==> config.mk <==
export PLATFORM = sky130hd
export DESIGN_NAME = hex_display_scan_flat
export DESIGN_NICKNAME = d
export VERILOG_FILES = /design/src/rtl/hex_display_scan_if.sv /design/src/rtl/hex_display_scan.sv /design/src/flat_wrapper.sv
export SDC_FILE = /design/constraint.sdc
export NUM_CORES = 1
export LEC_CHECK = 0
export ABC_CLOCK_PERIOD_IN_PS = 2220
export BUFFER_PORTS_ARGS = -buffer_cell sky130_fd_sc_hd__buf_2
export CAP_MARGIN = 10
export CORE_MARGIN = 3
export CORE_UTILIZATION = 45
export CTS_BUF_LIST = sky130_fd_sc_hd__clkbuf_16
export DETAILED_ROUTE_END_ITERATION = 8
export PLACE_DENSITY = 0.74
export SLEW_MARGIN = 20
export SYNTH_ARGS = -nofsm -noshare
export SYNTH_HDL_FRONTEND = slang
export SYNTH_SLANG_ARGS = --single-unit
==> constraint.sdc <==
create_clock -name clk -period 2.22 [get_ports clk]
set_input_delay 0.222 -clock clk [delete_from_list [all_inputs] [get_ports clk]]
set_output_delay 0.222 -clock clk [all_outputs]
set_load 0.02 [all_outputs]
==> src/rtl/hex_display_scan_if.sv <==
// Display bus: word/strobe/options from the producer, segment/anode drive to the board.
// master = producer side, slave = scan driver side.
interface hex_display_scan_if;
    logic [15:0] value;
    logic        load;
    logic        blank_lz;
    logic [3:0]  dp_en;
    logic [6:0]  seg;
    logic        dp;
    logic [3:0]  an;

    modport master (
        output value, load, blank_lz, dp_en,
        input  seg, dp, an
    );

    modport slave (
        input  value, load, blank_lz, dp_en,
        output seg, dp, an
    );
endinterface

==> src/rtl/hex_display_scan.sv <==
// Multiplexed 4-digit hex seven-segment scan driver with shadowed value and leading-zero blanking.
// Latency: outputs registered, one cycle behind the refresh counter/digit index.
// Backpressure: none; load is a strobe and is always accepted.
module hex_display_scan #(
    parameter int REFRESH_DIV  = 50000,
    parameter int BLANK_CYCLES = 500
) (
    input  logic             clk,
    input  logic             reset,
    hex_display_scan_if.slave bus
);
    localparam int            CW      = $clog2(REFRESH_DIV);
    localparam logic [CW-1:0] CNT_MAX = CW'(REFRESH_DIV - 1);

    logic [15:0]   r_shadow;
    logic [CW-1:0] r_cnt;
    logic [1:0]    r_idx;
    logic [6:0]    r_seg;
    logic          r_dp;
    logic [3:0]    r_an;

    logic          w_blank;
    logic          w_sup;
    logic [3:0]    w_nib;
    logic [6:0]    w_seg_dec;

    always_ff @(posedge clk or negedge reset) begin
        if (!reset) begin
            r_shadow <= 16'h0000;
            r_cnt    <= '0;
            r_idx    <= 2'd0;
        end else begin
            if (bus.load) begin
                r_shadow <= bus.value;
            end
            if (r_cnt == CNT_MAX) begin
                r_cnt <= '0;
                r_idx <= r_idx + 2'd1;
            end else begin
                r_cnt <= r_cnt + 1'b1;
            end
        end
    end

    // A zero-length blank window must not produce an always-false compare against 0.
    generate
        if (BLANK_CYCLES > 0) begin : g_blank
            localparam logic [CW-1:0] BLANK_W = CW'(BLANK_CYCLES);
            assign w_blank = (r_cnt < BLANK_W);
        end else begin : g_no_blank
            assign w_blank = 1'b0;
        end
    endgenerate

    assign w_nib = r_shadow[{r_idx, 2'b00} +: 4];

    // Digit k>=1 is a leading zero when it and every higher nibble are zero.
    always_comb begin
        w_sup = 1'b0;
        if (bus.blank_lz) begin
            case (r_idx)
                2'd1:    w_sup = (r_shadow[15:4]  == 12'h000);
                2'd2:    w_sup = (r_shadow[15:8]  == 8'h00);
                2'd3:    w_sup = (r_shadow[15:12] == 4'h0);
                default: w_sup = 1'b0;
            endcase
        end
    end

    always_comb begin
        w_seg_dec = 7'h7F;
        case (w_nib)
            4'h0: w_seg_dec = 7'h40;
            4'h1: w_seg_dec = 7'h79;
            4'h2: w_seg_dec = 7'h24;
            4'h3: w_seg_dec = 7'h30;
            4'h4: w_seg_dec = 7'h19;
            4'h5: w_seg_dec = 7'h12;
            4'h6: w_seg_dec = 7'h02;
            4'h7: w_seg_dec = 7'h78;
            4'h8: w_seg_dec = 7'h00;
            4'h9: w_seg_dec = 7'h10;
            4'hA: w_seg_dec = 7'h08;
            4'hB: w_seg_dec = 7'h03;
            4'hC: w_seg_dec = 7'h46;
            4'hD: w_seg_dec = 7'h21;
            4'hE: w_seg_dec = 7'h06;
            4'hF: w_seg_dec = 7'h0E;
            default: w_seg_dec = 7'h7F;
        endcase
    end

    always_ff @(posedge clk or negedge reset) begin
        if (!reset) begin
            r_seg <= 7'h7F;
            r_dp  <= 1'b1;
            r_an  <= 4'hF;
        end else if (w_blank || w_sup) begin
            r_seg <= 7'h7F;
            r_dp  <= 1'b1;
            r_an  <= 4'hF;
        end else begin
            r_seg <= w_seg_dec;
            r_dp  <= ~bus.dp_en[r_idx];
            r_an  <= ~(4'b0001 << r_idx);
        end
    end

    assign bus.seg = r_seg;
    assign bus.dp  = r_dp;
    assign bus.an  = r_an;
endmodule
==> src/flat_wrapper.sv <==
// flat-port wrapper written by rule: the top's interface ports become plain ports
module hex_display_scan_flat 
#(
    parameter int REFRESH_DIV  = 50000,
    parameter int BLANK_CYCLES = 500
)
  (clk, reset, bus_value, bus_load, bus_blank_lz, bus_dp_en, bus_seg, bus_dp, bus_an);
  hex_display_scan_if bus_i ();
  input  logic clk;
  input  logic reset;
  input wire logic [$bits(bus_i.value)-1:0] bus_value;
  input wire logic [$bits(bus_i.load)-1:0] bus_load;
  input wire logic [$bits(bus_i.blank_lz)-1:0] bus_blank_lz;
  input wire logic [$bits(bus_i.dp_en)-1:0] bus_dp_en;
  output wire logic [$bits(bus_i.seg)-1:0] bus_seg;
  output wire logic [$bits(bus_i.dp)-1:0] bus_dp;
  output wire logic [$bits(bus_i.an)-1:0] bus_an;
  assign bus_i.value = bus_value;
  assign bus_i.load = bus_load;
  assign bus_i.blank_lz = bus_blank_lz;
  assign bus_i.dp_en = bus_dp_en;
  assign bus_seg = bus_i.seg;
  assign bus_dp = bus_i.dp;
  assign bus_an = bus_i.an;
  hex_display_scan #(.REFRESH_DIV(REFRESH_DIV), .BLANK_CYCLES(BLANK_CYCLES)) u_core (.clk(clk), .reset(reset), .bus(bus_i));
endmodule
==> results of run 1 <==
[Yosys cell counts, types with 2 or more instances]
master,count,area share
sky130_fd_sc_hd__mux4_1,3,0.034
sky130_fd_sc_hd__nor4_1,4,0.011
sky130_fd_sc_hd__nand3_1,7,0.015
sky130_fd_sc_hd__ha_1,12,0.064
sky130_fd_sc_hd__buf_6,2,0.0096
sky130_fd_sc_hd__o211ai_2,2,0.011
sky130_fd_sc_hd__nand2_1,13,0.021
sky130_fd_sc_hd__xor2_1,13,0.048
sky130_fd_sc_hd__inv_1,7,0.011
sky130_fd_sc_hd__o211ai_1,3,0.0096
sky130_fd_sc_hd__mux2_2,17,0.081
sky130_fd_sc_hd__xnor2_1,5,0.019
sky130_fd_sc_hd__and4_1,3,0.011
sky130_fd_sc_hd__nand4_1,5,0.013
sky130_fd_sc_hd__dfstp_2,12,0.13
sky130_fd_sc_hd__mux4_2,3,0.029
sky130_fd_sc_hd__nor3_1,2,0.0043
sky130_fd_sc_hd__nor2b_1,2,0.0053
sky130_fd_sc_hd__mux2i_1,3,0.013
sky130_fd_sc_hd__nor2_1,10,0.016
sky130_fd_sc_hd__and3_1,3,0.0080
sky130_fd_sc_hd__a21oi_1,2,0.0043
sky130_fd_sc_hd__clkbuf_1,4,0.0064
sky130_fd_sc_hd__mux2_4,2,0.013
sky130_fd_sc_hd__dfrtp_1,34,0.36
sky130_fd_sc_hd__o221ai_1,2,0.0075
[final cells by class]
cell class | count | area [um^2] | area share
Clock buffer | 5 | 125 | 0.0451
Inverter | 7 | 26.3 | 0.00948
Clock inverter | 3 | 47.5 | 0.0172
Tap cell | 67 | 83.8 | 0.0302
Timing Repair Buffer | 40 | 215 | 0.0777
Sequential cell | 46 | 1170 | 0.421
Multi-Input combinational cell | 128 | 1110 | 0.400
[repair_timing]
action | in CTS | in global routing
endpoints found under the hold margin | 9 | 0
hold buffers | 1 | 0
gates resized for setup | 0 | 2
endpoints found under the setup margin | 0 | 1
[worst reg2reg max path, stage by stage (launching register included)]
cell	delay, ps
sky130_fd_sc_hd__dfrtp_1	480
sky130_fd_sc_hd__mux4_2	630
sky130_fd_sc_hd__inv_1	150
sky130_fd_sc_hd__ha_1	250
sky130_fd_sc_hd__inv_1	80
sky130_fd_sc_hd__mux2i_1	70
sky130_fd_sc_hd__a32oi_1	170
sky130_fd_sc_hd__nand2_1	70
[per-stage QoR]
step / hold WS [ps] / setup slack, ps
after global placement: 89.6 / 236
after global routing: 157 / 70.6
after CTS: 158 / 138
after detailed placement: 90.9 / 162
after floorplan: -73.6 / 299
final: 156 / 249
[power by group]
| part | leakage [nW] | total [mW] | internal, mW | switching [mW] |
|---|---|---|---|---|
| Sequential | 0.550 | 0.901 | 0.869 | 0.0326 |
| Clock | 0.0848 | 0.872 | 0.539 | 0.332 |
| Combinational | 0.571 | 0.186 | 0.0975 | 0.0890 |
| Total | 1.21 | 1.96 | 1.51 | 0.454 |
[worst min path at each step]
stage | start | end
floorplan | reset | u_core.r_cnt[0]
CTS | bus_value[15] | u_core.r_shadow[15]
detailed placement | reset | u_core.r_shadow[11]
global route | bus_value[7] | u_core.r_shadow[7]
global placement | reset | u_core.r_shadow[7]
finish | bus_value[13] | u_core.r_shadow[13]
[metal layers]
metal  vias up  global-route usage  share of wire
met4         0              0.0524         0.0079
met3         2              0.0390          0.044
li1        756                   -              -
met2        41               0.258           0.46
met1       778               0.222           0.48
met5         -                   0              0
[registers in the layout (all words and copies together) (netlist names)]
signal           count
u_core.r_cnt        16
u_core.r_shadow     16
u_core.bus.seg       7
u_core.bus.an        4
u_core.r_idx         2
u_core.bus.dp        1
[cell families (layout without fill, tap and decap cells)]
| family | Yosys count | after routing | synth area share |
|---|---|---|---|
| compound gates | 15 | 15 | 0.0506 |
| flops | 46 | 46 | 0.496 |
| buf+inv | 14 | 55 | 0.0293 |
| simple gates | 55 | 55 | 0.124 |
| mux | 28 | 28 | 0.169 |
| xor+xnor | 18 | 18 | 0.0671 |
| fa+ha+maj | 12 | 12 | 0.0639 |
==> impl_metrics.ini, run 1 <==
[run_status]
result_of_the_run = completed

[cells_and_area]
mostFrequentLayoutCell = sky130_fd_sc_hd__buf_2
end_of_flow_core_utilization = 0.568
stdcell_count = 296
nNetsFinal = 264
drive_gt1_frac = 0.380
postLayoutCellArea_um2 = 2770
diodes = 0
filler_cell_count = 420
final_cell_mix = sky130_fd_sc_hd__buf_2 (35), sky130_fd_sc_hd__dfrtp_1 (34), sky130_fd_sc_hd__mux2_2 (17), sky130_fd_sc_hd__nand2_1 (13), sky130_fd_sc_hd__xor2_1 (13)
flow.area_growth_from_synthesis_pct = 17.9

[pwr]
p_leak_nw = 1.21
ir_worst_vdd_mv = 0.461
power_mw = 1.96
power_density_nw_per_um2 = 707

[detailed_routing]
drt-initial-drc-count = 96
viasPerCell = 5.33
ant_nets = 0
vias = 1577
drt-wirelength-per-cell_um = 15.3
routed_wl_um = 4530
drt_drc_violations_left = 0
drt_first_pass_iters = 4

[place]
dpl_cell_area_um2 = 2600
hpwl_dp_um = 3290
gpl.final_weighted_congestion = 0.832
port_buffers = 35
dpl.cell_count = 287

[job]
max-cap-violations = 0

[worst_setup_path]
worst_path_most_repeated_cell = sky130_fd_sc_hd__inv_1
rrSetupSlack_ps = 250
cpLargestDelayFamily = multiplexers
crit_path_start = u_core.r_idx[0]
critical-path-slowest-cell = sky130_fd_sc_hd__mux4_2
cp.depth = 7
critical_path.cell_chain = mux4_2, inv_1, ha_1, inv_1, mux2i_1, a32oi_1, nand2_1
critPathMaxStageDelay_ps = 630
number_of_cells_on_the_worst_reg_to_reg_path = 7
rr_endpoint = u_core.bus.seg[1]
worstSetupEndpointType = flop
critPathRequiredTime_ps = 2430
crit_buf_inv = 2
worstSetupPathType = flop to flop
r2r_start = u_core.r_idx[0]
worstPathMaxFanout = 6
critical_path.endpoint = u_core.bus.seg[1]
crit_arrival_ps = 2180
critical_path.startpoint_type = flop

[yosys]
asyncSetResetFlopFracSynth = 1.00
netlist_area_pre_place_um2 = 2350
synth_seq_cells = 46
netlist_instances = 188
mappedNetlistNets = 224
ys_seq_area_frac = 0.496
synth.yosys.warnings = 0
syn_avg_cell_area_um2 = 12.5
ys_types = 39
yosys_most_used_dff = sky130_fd_sc_hd__dfrtp_1
count_of_flip_flops_with_a_built_in_enable_after_synthesis = 0

[clock_tree]
clk_pin_slew_worst_paths_ps = 70
cts_tree = built
postCtsSetupBuffers = 0
cts_max_path_buffers = 2
clock_insertion_delay_worst_skew_ps = 290
tritoncts.num_buffers = 5
root_buffer = sky130_fd_sc_hd__clkbuf_16
cts_sinks = 46
htree_levels = 2

[grt]
antenna_violations_before_repair = 0
vias_in_the_first_global_route = 1599
grt_pass1_wl_um = 7810
grt_start_max_net_pins = 22
grt-ovfl-total = 0
grt.total_usage = 0.163

[floorplan]
die_area_um2 = 6120
pin_count = 36
initial_cell_density_of_the_core = 0.482
core.rowCount = 25
floorplan.core_area_um2 = 4880
die_w_um = 78.3
die_height_um = 78.3

[timing]
skew_ps = 6.43
final-hold-violation-count = 0
grt_setup_unrepaired = no
finalSetupViolCount = 0
setup_total_negative_slack_ps = 0
max_slew.worst_pin.slew_ps = 607
min_period_over_period = 0.888
finalCriticalPeriod_ps = 1970
relSlewSlack = 0.592
max_freq_mhz = 507
final_max_slew_viol_count = 0

[min_path]
type_of_the_worst_min_delay_path = input port to flop
worstHoldPathCells = 2
Note: power is estimated with default switching activity, not from simulation.
==> run 2, diff against run 1 <==
CORE_UTILIZATION = 55   (was 45)
PLACE_DENSITY = 0.86   (was 0.74)
==> impl_metrics.ini, run 2 (synthesis results as in run 1) <==
[run_status]
result_of_the_run = completed

[clock_tree]
cts_max_path_buffers = 2
cts_resized = 0
clock_insertion_delay_worst_skew_ps = 280
cts.hold.buffers_added = 0
clk_pin_slew_worst_paths_ps = 60
root_buffer = sky130_fd_sc_hd__clkbuf_16
tritoncts.num_buffers = 5
htree_levels = 2
cts_tree = built
cts_sinks = 46
postCtsSetupBuffers = 0

[floorplan]
floorplan.core_area_um2 = 4060
die_w_um = 71.4
initial_cell_density_of_the_core = 0.579
die_height_um = 71.4
pin_count = 36
die_area_um2 = 5090
core.rowCount = 23

[grt]
vias_in_the_first_global_route = 1567
antenna_violations_before_repair = 0
groute.layer.met2.usage = 0.307
grt.total_usage = 0.191
met3_routing_resource_usage_after_global_routing = 0.0491
grt_pass1_wl_um = 7600
grt-ovfl-total = 0
grt_util_met1 = 0.261
busiest_layer = met2
grt_start_max_net_pins = 36

[detailed_routing]
vias = 1579
drt_drc_violations_left = 0
drt_first_pass_iters = 4
drt-wirelength-per-cell_um = 15.9
routed_wl_um = 4400
ant_nets = 0
viasPerCell = 5.70
drt-initial-drc-count = 120

[worst_setup_path]
worst_path_most_repeated_cell = sky130_fd_sc_hd__inv_1
critical_path.cell_chain = mux4_1, inv_1, ha_1, inv_1, mux2i_1, a32oi_1, nand2_1
number_of_cells_on_the_worst_reg_to_reg_path = 7
critical-path-slowest-cell = sky130_fd_sc_hd__mux4_1
rrSetupSlack_ps = 130
worstPathMaxFanout = 6
crit_buf_inv = 2
cpLargestDelayFamily = multiplexers
crit_arrival_ps = 2290
r2r_start = u_core.r_idx[0]
rr_endpoint = u_core.bus.seg[1]
critPathRequiredTime_ps = 2410
worstSetupPathType = flop to flop
critical_path.startpoint_type = flop
critPathMaxStageDelay_ps = 710
worstSetupEndpointType = flop

[pwr]
p_leak_nw = 1.20
power_density_nw_per_um2 = 697
ir_worst_vdd_mv = 0.657

[job]
max-cap-violations = 0

[place]
port_buffers = 35
dpl_cell_area_um2 = 2570
hpwl_dp_um = 3220
dpl.cell_count = 269
gpl.final_weighted_congestion = 0.866

[cells_and_area]
stdcell_count = 277
nNetsFinal = 262
diodes = 0
postLayoutCellArea_um2 = 2730
final_cell_mix = sky130_fd_sc_hd__buf_2 (35), sky130_fd_sc_hd__dfrtp_1 (34), sky130_fd_sc_hd__mux2_2 (17), sky130_fd_sc_hd__nand2_1 (13), sky130_fd_sc_hd__xor2_1 (13)
end_of_flow_core_utilization = 0.674
flow.area_growth_from_synthesis_pct = 16.3
mostFrequentLayoutCell = sky130_fd_sc_hd__buf_2
drive_gt1_frac = 0.366

[timing]
max_slew.worst_pin.slew_ps = 766
max_freq_mhz = 478
setup_total_negative_slack_ps = 0
final_max_slew_viol_count = 0
finalCriticalPeriod_ps = 2090
grt_setup_unrepaired = no
final-hold-violation-count = 0
finalSetupViolCount = 0
min_period_over_period = 0.943
skew_ps = 2.35
relSlewSlack = 0.489

[min_path]
type_of_the_worst_min_delay_path = input port to asynchronous set/reset pin
run 2: changes by cell type in the layout (fill, tap and decap cells not counted), sizes merged:
cell         previous run  this run
inv                     9         8
clkinvlp                0         1
buf                    39        38
dlygate4sd3             1         0
run 2: final cells by class:
class / count / area, um^2
clock buffer: 5 / 125
timing repair buffer: 38 / 198
tap: 50 / 62.6
inverter: 7 / 26.3
clock inverter: 3 / 41.3
fill: 301 / 1320
multi-input combinational: 128 / 1110
sequential: 46 / 1170
run 2: how the worst max path moves through the flow:
stage,start,endpoint,cells after the start
after global routing,u_core.r_idx[0],u_core.bus.seg[1],7
after global placement,u_core.r_idx[0],u_core.bus.seg[1],7
after floorplan,u_core.r_idx[0],u_core.bus.seg[3],6
after detailed placement,u_core.r_idx[0],u_core.bus.seg[1],7
after CTS,u_core.r_idx[0],u_core.bus.seg[1],7
final,u_core.r_idx[0],u_core.bus.seg[1],7
run 2: power by group:
group	switching, mW	total, mW	internal [mW]	leakage (nW)
clock	0.295	0.821	0.526	0.0812
combinational	0.0891	0.184	0.0946	0.569
sequential	0.0315	0.901	0.869	0.550
total	0.415	1.90	1.49	1.20
run 2: worst reg2reg max path, cell delays in order, from the launching register on:
cell	delay, ps
sky130_fd_sc_hd__dfrtp_1	450
sky130_fd_sc_hd__mux4_1	710
sky130_fd_sc_hd__inv_1	180
sky130_fd_sc_hd__ha_1	240
sky130_fd_sc_hd__inv_1	90
sky130_fd_sc_hd__mux2i_1	90
sky130_fd_sc_hd__a32oi_1	170
sky130_fd_sc_hd__nand2_1	80
run 2: metal layers:
layer / up-vias / wire (um)
met3: 5 / 273
met1: 768 / 1930
met4: 0 / 40
met5: - / 0
li1: 749 / -
met2: 57 / 2160
run 2: stage by stage:
step | worst slack (ps) | hold slack, ps | power, mW
6_report | 127 | 8.82 | 1.90
3_5_place_dp | 189 | 350 | 1.10
2_1_floorplan | 299 | -73.6 | 1.03
3_3_place_gp | 277 | 339 | 1.09
4_1_cts | 163 | 44.1 | 1.93
5_1_grt | 46.4 | 78.3 | 1.98
==> run 3, diff against run 2 <==
ABC_AREA = 1   (was not set)
PLACE_DENSITY = 0.85   (was 0.86)
==> impl_metrics.ini, run 3 <==
[run_status]
result_of_the_run = completed

[timing]
final_max_slew_viol_count = 0
min_period_over_period = 0.870
max_freq_mhz = 518
max_slew.worst_pin.slew_ps = 562
grt_setup_unrepaired = no
fin_worst_hold_slack_ps = 7.98
final_worst_slack_ps = 289
relSlewSlack = 0.626
finalCriticalPeriod_ps = 1930
skew_ps = 4.26
final-hold-violation-count = 0
finalSetupViolCount = 0
setup_total_negative_slack_ps = 0

[grt]
vias_in_the_first_global_route = 1956
grt_pass1_wl_um = 8740
grt-ovfl-total = 0
grt.total_usage = 0.211
grt_start_max_net_pins = 47
antenna_violations_before_repair = 0

[place]
pre_cts_setup_slack_ps = 336
hpwl_dp_um = 3640
dpl.cell_count = 380
gpl.final_weighted_congestion = 0.927
port_buffers = 35
dpl_cell_area_um2 = 2710

[pwr]
power_mw = 1.77
combinationalPowerShare = 0.102
power_density_nw_per_um2 = 623
p_leak_nw = 1.48
internal_power_consumption_mw = 1.35
clock_power_share = 0.396
share_seq_of_total_power = 0.502
p_sw_frac = 0.239
total_switching_power_uw = 423
ir_worst_vdd_mv = 0.491

[clock_tree]
htree_levels = 2
cts.hold.buffers_added = 0
clk_pin_slew_worst_paths_ps = 60
tritoncts.num_buffers = 5
cts_max_path_buffers = 2
cts_resized = 0
clock_insertion_delay_worst_skew_ps = 280
postCtsSetupBuffers = 0
cts_sinks = 46
cts_tree = built
root_buffer = sky130_fd_sc_hd__clkbuf_16

[yosys]
yosys_most_used_dff = sky130_fd_sc_hd__dfrtp_1
synth_seq_cells = 46
netlist_area_pre_place_um2 = 2500
netlist_top_cells_area = sky130_fd_sc_hd__dfrtp_1 (34%), sky130_fd_sc_hd__nand2_1 (13%), sky130_fd_sc_hd__dfstp_2 (13%)
syn_avg_cell_area_um2 = 8.38
ys_seq_area_frac = 0.467
synth.yosys.warnings = 0
count_of_flip_flops_with_a_built_in_enable_after_synthesis = 0
yosysMostFrequentCell = sky130_fd_sc_hd__nand2_1
synth_common_cells = sky130_fd_sc_hd__nand2_1 (86), sky130_fd_sc_hd__inv_1 (35), sky130_fd_sc_hd__dfrtp_1 (34)
synthDominantAreaCellType = sky130_fd_sc_hd__dfrtp_1
ys_types = 25
asyncSetResetFlopFracSynth = 1.00
netlist_instances = 298
mappedNetlistNets = 334
post-synth-top-area-fraction = 0.341

[worst_setup_path]
crit_arrival_ps = 2150
worstSetupEndpointType = flop
critical-path-slowest-cell = sky130_fd_sc_hd__dfrtp_1
critical_path.startpoint_type = flop
worstSetupPathType = flop to flop
worst_path_most_repeated_cell = sky130_fd_sc_hd__nand2_1
cpLargestDelayFamily = simple AND/OR/NAND/NOR gates
critPathMaxStageDelay_ps = 370
r2r_start = u_core.r_idx[0]
crit_path_start = u_core.r_idx[0]
worstPathMaxFanout = 14
critical_path.cell_chain = inv_1, nand2_1, nand3_1, nand2_1, inv_1, ha_1, nand3_1, nand2_1, nand2_1, nand2_1, inv_1, nand2_1
crit_buf_inv = 3
critPathRequiredTime_ps = 2440

[cells_and_area]
end_of_flow_core_utilization = 0.677
filler_cell_count = 326
mostFrequentLayoutCell = sky130_fd_sc_hd__nand2_1
nNetsFinal = 373
flow.area_growth_from_synthesis_pct = 13.9
multiInputGateArea_um2 = 1140
postLayoutCellArea_um2 = 2850
diodes = 0
drive_gt1_frac = 0.234
stdcell_count = 388
final_cell_mix = sky130_fd_sc_hd__nand2_1 (86), sky130_fd_sc_hd__inv_1 (36), sky130_fd_sc_hd__buf_2 (35), sky130_fd_sc_hd__dfrtp_1 (34), sky130_fd_sc_hd__nor2_1 (29)
area.sequential_um2 = 1170

[detailed_routing]
drt-wirelength-per-cell_um = 12.9
vias = 2055
drt-initial-drc-count = 197
viasPerCell = 5.30
drt_drc_violations_left = 0
routed_wl_um = 4990
drt_first_pass_iters = 5
ant_nets = 0

[floorplan]
die_height_um = 73.4
initial_cell_density_of_the_core = 0.594
pin_count = 36
floorplan.core_area_um2 = 4200
core.rowCount = 23
die_w_um = 73.4
die_area_um2 = 5390

[min_path]
type_of_the_worst_min_delay_path = input port to asynchronous set/reset pin

[job]
max-cap-violations = 0
-- run 3: final timing paths --
check / cells after the start / slack, ps / endpoint
max: 12 / 290 / u_core.bus.seg[0]
min: 2 / 8 / u_core.r_cnt[8]
max reg2reg: 12 / 290 / u_core.bus.seg[0]
min reg2reg: 1 / 460 / u_core.r_cnt[0]
max in group asynchronous: 2 / 1810 / u_core.bus.an[1]
min in group clk: 3 / 140 / u_core.r_shadow[9]
-- run 3: area by class of cell --
class,instances,share of cell area
Clock buffer,5,0.0440
Clock inverter,3,0.00440
Inverter,38,0.0506
Multi-Input combinational cell,209,0.402
Sequential cell,46,0.410
Tap cell,50,0.0220
Timing Repair Buffer,37,0.0668
-- run 3: layer usage --
layer,vias to the layer above,GRT usage,routed length [um]
met5,-,0,0
met4,0,0.0724,78
met3,9,0.0643,439
met2,89,0.343,2340
met1,934,0.267,2140
li1,1023,-,-
-- run 3: cell families after synthesis --
family	Yosys count	synth area share
AOI/OAI and AO/OA	17	0.0371
DFF	46	0.467
muxes	12	0.0541
adders and majority gates	12	0.0601
xor gates and xnor gates	8	0.0281
buffers and inverters	43	0.0746
and+or+nand+nor	160	0.279
-- run 3: power by group through the flow --
stage / registers (mW) / logic [mW] / clock network, mW
global placement: 0.901 / 0.174 / 0
floorplan: 0.896 / 0.120 / 0
global route: 0.891 / 0.211 / 0.757
finish: 0.889 / 0.180 / 0.702
CTS: 0.889 / 0.181 / 0.728
detailed placement: 0.903 / 0.179 / 0
